==> config.mk <==
export PLATFORM = sky130hd
export DESIGN_NAME = inv_round_key_sched
export DESIGN_NICKNAME = d
export VERILOG_FILES = /design/src/rtl/inv_round_key_sched.sv
export SDC_FILE = /design/constraint.sdc
export NUM_CORES = 1
export LEC_CHECK = 0
export BUFFER_PORTS_ARGS = -buffer_cell sky130_fd_sc_hd__buf_2
export CORE_ASPECT_RATIO = 0.9
export CORE_MARGIN = 2
export CORE_UTILIZATION = 60
export CTS_CLUSTER_SIZE = 25
export DETAILED_ROUTE_END_ITERATION = 8
export HOLD_SLACK_MARGIN = 0.15
export PLACE_DENSITY = 0.78
export SLEW_MARGIN = 10
export SYNTH_ARGS = -nofsm -noshare
export SYNTH_HDL_FRONTEND = slang
export SYNTH_SLANG_ARGS = --single-unit
==> constraint.sdc <==
create_clock -name clk -period 16.75 [get_ports clk]
set_clock_uncertainty 0.15 [all_clocks]
set_input_delay 1.675 -clock clk [delete_from_list [all_inputs] [get_ports clk]]
set_output_delay 1.675 -clock clk [all_outputs]
set_load 0.01 [all_outputs]
==> src/rtl/inv_round_key_sched.sv <==
// inv_round_key_sched
//   Sequencing controller for the AES inverse cipher datapath. It holds the
//   expanded round keys and walks the external inverse round logic from round
//   NR down to 0 for each accepted ciphertext block.
//
// Ports
//   clk, rst                   clock (rising edge), async active-high reset
//   key_wr_en/_idx/_data       key store write; accepted only in IDLE, idx <= NR
//   key_err                    one-cycle pulse, one cycle after a rejected write
//   in_valid / in_ready        ciphertext block handshake
//   abort                      synchronous cancel of the block in flight
//   subkey, round_idx          round key and round number for this cycle
//   sel_init                   1 = external block into add-round-key
//   skip_imc                   1 = bypass InvMixColumns (last round)
//   ld_state                   load enable for the datapath state register
//   out_valid / out_ready      plaintext handshake
module inv_round_key_sched #(
  parameter int NR = 10,
  parameter int KW = 4
) (
  input  logic          clk,
  input  logic          rst,
  input  logic          key_wr_en,
  input  logic [KW-1:0] key_wr_idx,
  input  logic [127:0]  key_wr_data,
  output logic          key_err,
  input  logic          in_valid,
  output logic          in_ready,
  input  logic          abort,
  output logic [127:0]  subkey,
  output logic [KW-1:0] round_idx,
  output logic          sel_init,
  output logic          skip_imc,
  output logic          ld_state,
  output logic          out_valid,
  input  logic          out_ready
);

  localparam int            AW   = $clog2(NR + 1);
  localparam logic [KW-1:0] NR_K = KW'(NR);
  localparam logic [KW-1:0] ONE  = KW'(1);

  typedef enum logic [2:0] {
    S_IDLE,
    S_INIT,
    S_ROUND,
    S_FINAL,
    S_HOLD
  } state_t;

  state_t          state_q, state_d;
  logic [KW-1:0]   round_q, round_d;
  logic            sel_init_q, sel_init_d;
  logic            skip_imc_q, skip_imc_d;
  logic            ld_state_q, ld_state_d;
  logic            out_valid_q, out_valid_d;
  logic            key_err_q, key_err_d;
  logic [NR:0]     key_valid_q;
  logic [127:0]    key_mem_q [NR+1];
  logic            wr_ok;

  assign wr_ok     = key_wr_en && (state_q == S_IDLE) && (key_wr_idx <= NR_K);
  assign key_err_d = key_wr_en && ((state_q != S_IDLE) || (key_wr_idx > NR_K));

  // A key write in the same cycle blocks acceptance so a block never starts
  // against a half-updated schedule.
  assign in_ready  = (state_q == S_IDLE) && (&key_valid_q) && !key_wr_en;

  always_comb begin
    state_d     = state_q;
    round_d     = '0;
    sel_init_d  = 1'b0;
    skip_imc_d  = 1'b0;
    ld_state_d  = 1'b0;
    out_valid_d = 1'b0;

    unique case (state_q)
      S_IDLE:  if (in_valid && in_ready) state_d = S_INIT;
      S_INIT:  state_d = S_ROUND;
      S_ROUND: if (round_q == ONE) state_d = S_FINAL;
      S_FINAL: state_d = S_HOLD;
      S_HOLD:  if (out_ready) state_d = S_IDLE;
      default: state_d = S_IDLE;
    endcase

    if (abort && (state_q != S_IDLE)) state_d = S_IDLE;

    // Controls are decoded for the state being entered and registered, so
    // they line up with that state's cycle. round_q is NR in INIT, so the
    // decrement covers both INIT->ROUND and ROUND->ROUND.
    unique case (state_d)
      S_INIT: begin
        round_d    = NR_K;
        sel_init_d = 1'b1;
        ld_state_d = 1'b1;
      end
      S_ROUND: begin
        round_d    = round_q - ONE;
        ld_state_d = 1'b1;
      end
      S_FINAL: begin
        skip_imc_d = 1'b1;
        ld_state_d = 1'b1;
      end
      S_HOLD:  out_valid_d = 1'b1;
      default: ;
    endcase
  end

  always_ff @(posedge clk or posedge rst) begin
    if (rst) begin
      state_q     <= S_IDLE;
      round_q     <= '0;
      sel_init_q  <= 1'b0;
      skip_imc_q  <= 1'b0;
      ld_state_q  <= 1'b0;
      out_valid_q <= 1'b0;
      key_err_q   <= 1'b0;
      key_valid_q <= '0;
    end else begin
      state_q     <= state_d;
      round_q     <= round_d;
      sel_init_q  <= sel_init_d;
      skip_imc_q  <= skip_imc_d;
      ld_state_q  <= ld_state_d;
      out_valid_q <= out_valid_d;
      key_err_q   <= key_err_d;
      if (wr_ok) key_valid_q[key_wr_idx[AW-1:0]] <= 1'b1;
    end
  end

  // Key contents need no reset; the valid mask alone gates use.
  always_ff @(posedge clk) begin
    if (wr_ok) key_mem_q[key_wr_idx[AW-1:0]] <= key_wr_data;
  end

  assign subkey    = ld_state_q ? key_mem_q[round_q[AW-1:0]] : '0;
  assign round_idx = round_q;
  assign sel_init  = sel_init_q;
  assign skip_imc  = skip_imc_q;
  assign ld_state  = ld_state_q;
  assign out_valid = out_valid_q;
  assign key_err   = key_err_q;

endmodule

==> results.yml <==
route:
  via_count: 29540
  viasPerCell: 6.256
  drtPass1Iterations: 6
  drt_wl_total_um: 125600
  detail_route.wl_per_cell_um: 26.60
  ant_nets: 0
  drtIter0Drc: 3391
  drc: 0
power:
  pwr-share-clk: 0.404
  power_density_nw_per_um2: 117.7
  p_leak_uw: 0.01916
  swShare: 0.2070
  intPower_uw: 5763
  power_frac_comb: 0.045
  p_switching_uw: 1504
  seqPwrFrac: 0.551
  ir_worst_vdd_v: 0.00007507
grt:
  antenna_found_initial: 33
  gr-usage-met3: 0.05044
  grt_pass1_vias: 29920
  grt_max_degree: 189
  grt_pass1_wl_um: 185400
  overflow: 0
  grt_usage: 0.2679
  top_usage_layer: "met2"
  use_met1: 0.3561
  grt_use_met2: 0.4427
sta:
  slew_headroom: 0.2185
  final_max_slew_viol_count: 0
  max_freq_mhz: 151.3
  rsz0062_at_grt: "no"
  period_share: 0.3947
  finalSetupViolations: 0
  period_minus_slack_ns: 6.611
  finalSetupTns_ns: 0
  max_slew.worst_pin.slew_ns: 1.172
  final-hold-violation-count: 0
synth:
  yosys_warnings: 0
  synth_top_cells_by_count: "edfxtp_1, mux2i_1, a22oi_1"
  syn_inst: 3105
  ys_async_sr_fraction: 0.01607
  ys_seq_elements: 1431
  synth.distinct_cells: 38
  synth_top_cell_by_area: "edfxtp_1"
  synth_top_area_share: 0.7690
  synth_edf_count: 1408
  syn-num-nets: 3245
  netlist_top_cells_area: "edfxtp_1, mux2i_1, a22oi_1"
  avgSynthCellArea_um2: 17.71
  synth_area_um2: 54980
  yosysMostFrequentCell: "edfxtp_1"
  synth_ff_type: "edfxtp_1"
  synth-seq-area-share: 0.7794
run_status:
  outcome: "finished, final reports clean"
clocking:
  clkTransAtPathRegs_ns: 0.06
  clk_latency_ns: 0.74
  cts-root-buf: "clkbuf_16"
  cts_hold_buf: 0
  cts_made_buffers: 139
  clock-sinks: 1431
  cts_setup_buffers: 0
  cts_resized: 0
  cts_tree: "done"
  h-tree-depth: 4
  cts_buffer_depth: 3
floorplan:
  die_area_um2: 94080
  start_util: 0.6039
  pin_count: 276
  placementRows: 105
  fp.dieH_um: 291.2
  core_um2: 91040
  die_w_um: 323.1
setup_path:
  critical-path-max-stage-delay_ns: 1.09
  critPathLaunchType: "flip-flop"
  cp_max_fo: 144
  crit_path_end_kind: "primary output"
  arrival_ns: 4.79
  crit_slowest_cell: "dfrtp_4"
  worst_ep_required_time_ns: 14.93
  crit_chain: "buf_12, buf_4, mux2i_1, a22oi_1, nand3_1, o21ai_0, buf_2"
  crit_type: "flip-flop to primary output"
final_layout:
  final_cells: 4722
  layout-drive-gt1-share: 0.1489
  area.growth.synth_to_final_pct: 12.34
  fin_nets: 3510
worst_hold_path:
  hold_class: "flip-flop to flip-flop"
job:
  cap_viol_max_count: 0
placed_design:
  place_inst: 4459
  portBuffers: 275
  gp_congestion: 0.7690
  dp_hpwl_um: 59970
[through the flow]
step | util | hold WS, ns | instance area [um2] | power [uW] | setup slack, ns
final | 0.6785 | 0.3105 | 61770 | 7268 | 10.14
after floorplan | - | 0.2774 | 54980 | 4269 | 1.330
after global placement | 0.6314 | 0.2918 | 57480 | 4389 | 11.02
after CTS | 0.6781 | 0.3078 | 61730 | 7305 | 10.08
after global routing | 0.6784 | 0.3235 | 61760 | 7473 | 9.896
after detailed placement | 0.6314 | 0.2945 | 57480 | 4404 | 10.93
[layout by cell type (no fill, tap or decap), types with 2 or more instances in the layout]
master	instances
clkbuf_16	143
inv_1	5
edfxtp_1	1408
dfrtp_4	2
mux2i_1	640
nor2b_1	3
and3_4	4
nor2_4	3
clkinvlp_4	3
nand3_1	129
dfrtp_1	21
nand2b_1	2
inv_6	8
clkinv_2	12
clkinv_1	35
or2_2	5
nand4_1	2
buf_12	9
o21ai_0	129
buf_4	29
a22oi_1	256
nor2b_4	3
bufinv_16	7
a21o_1	4
a21oi_1	132
nand2_1	6
nor3_2	2
nor4b_1	2
diode_2	14
clkinv_8	2
xor2_1	2
ha_1	2
nor2_1	136
clkbuf_1	39
and2_4	3
buf_2	275
a31o_2	2
[routing by layer]
layer	part of all wire	vias to the layer above
li1	-	12890
met1	0.39	15000
met2	0.50	1358
met3	0.083	257
met4	0.029	32
met5	0.0016	-
[final timing paths]
| check | start | endpoint | slack, ns | cells past startpoint |
|---|---|---|---|---|
| worst max-delay path | round_idx[0] | subkey[29] | 10.14 | 7 |
| worst min-delay path | key_valid_q[0] | key_valid_q[0] | 0.31 | 1 |
| worst max register to register | state_q[0] | key_mem_q[7][71] | 12.38 | 6 |
| worst min register to register | key_valid_q[0] | key_valid_q[0] | 0.31 | 1 |
| max in group asynchronous | rst | round_idx[0] | 14.86 | 2 |
| min in group asynchronous | rst | sel_init | 0.96 | 2 |
[power groups by stage]
stage               Sequential [uW]  Clock [uW]  Combinational (uW)
floorplan                      4080           0                 188
global placement               4070           0                 315
detailed placement             4080           0                 327
CTS                            4000        2970                 329
global route                   4000        3110                 356
finish                         4000        2940                 330
[cell type report]
class / count / area (um2)
Timing Repair Buffer: 313 / 1774
Fill cell: 5750 / 29270
Clock inverter: 67 / 526.8
Inverter: 5 / 18.77
Sequential cell: 1431 / 42860
Tap cell: 1230 / 1539
Multi-Input combinational cell: 1480 / 11290
Clock buffer: 182 / 3725
Antenna cell: 14 / 35.03
[registers in the layout, indices dropped and copies added, names as in the netlist]
register / cells
key_mem_q: 1408
key_valid_q: 11
round_idx: 4
state_q: 3
key_err: 1
ld_state: 1
out_valid: 1
sel_init: 1
skip_imc: 1
[critical path, delay by kind of cell, from the launching register on]
| kind | cells | cell delay [ns] |
|---|---|---|
| multiplexers | 1 | 0.23 |
| flip-flops | 1 | 1.09 |
| AO/OA/AOI/OAI | 2 | 0.46 |
| buffers and inverters | 3 | 1.84 |
| AND/OR/NAND/NOR | 1 | 0.10 |
[cell families (layout without fill, tap and decap cells)]
kind of cell             Yosys count  after routing  share of synthesized area
other                              0             14                          0
XOR/XNOR                           3              3                  0.0004780
flip-flops                      1431           1431                     0.7794
AO/OA/AOI/OAI                    526            526                    0.05994
adder cells (fa/ha/maj)            2              2                  0.0004550
buffers and inverters            194            567                    0.01704
multiplexers                     640            640                     0.1165
AND/OR/NAND/NOR                  309            309                    0.02615
Note: power is estimated with default switching activity, not from simulation.
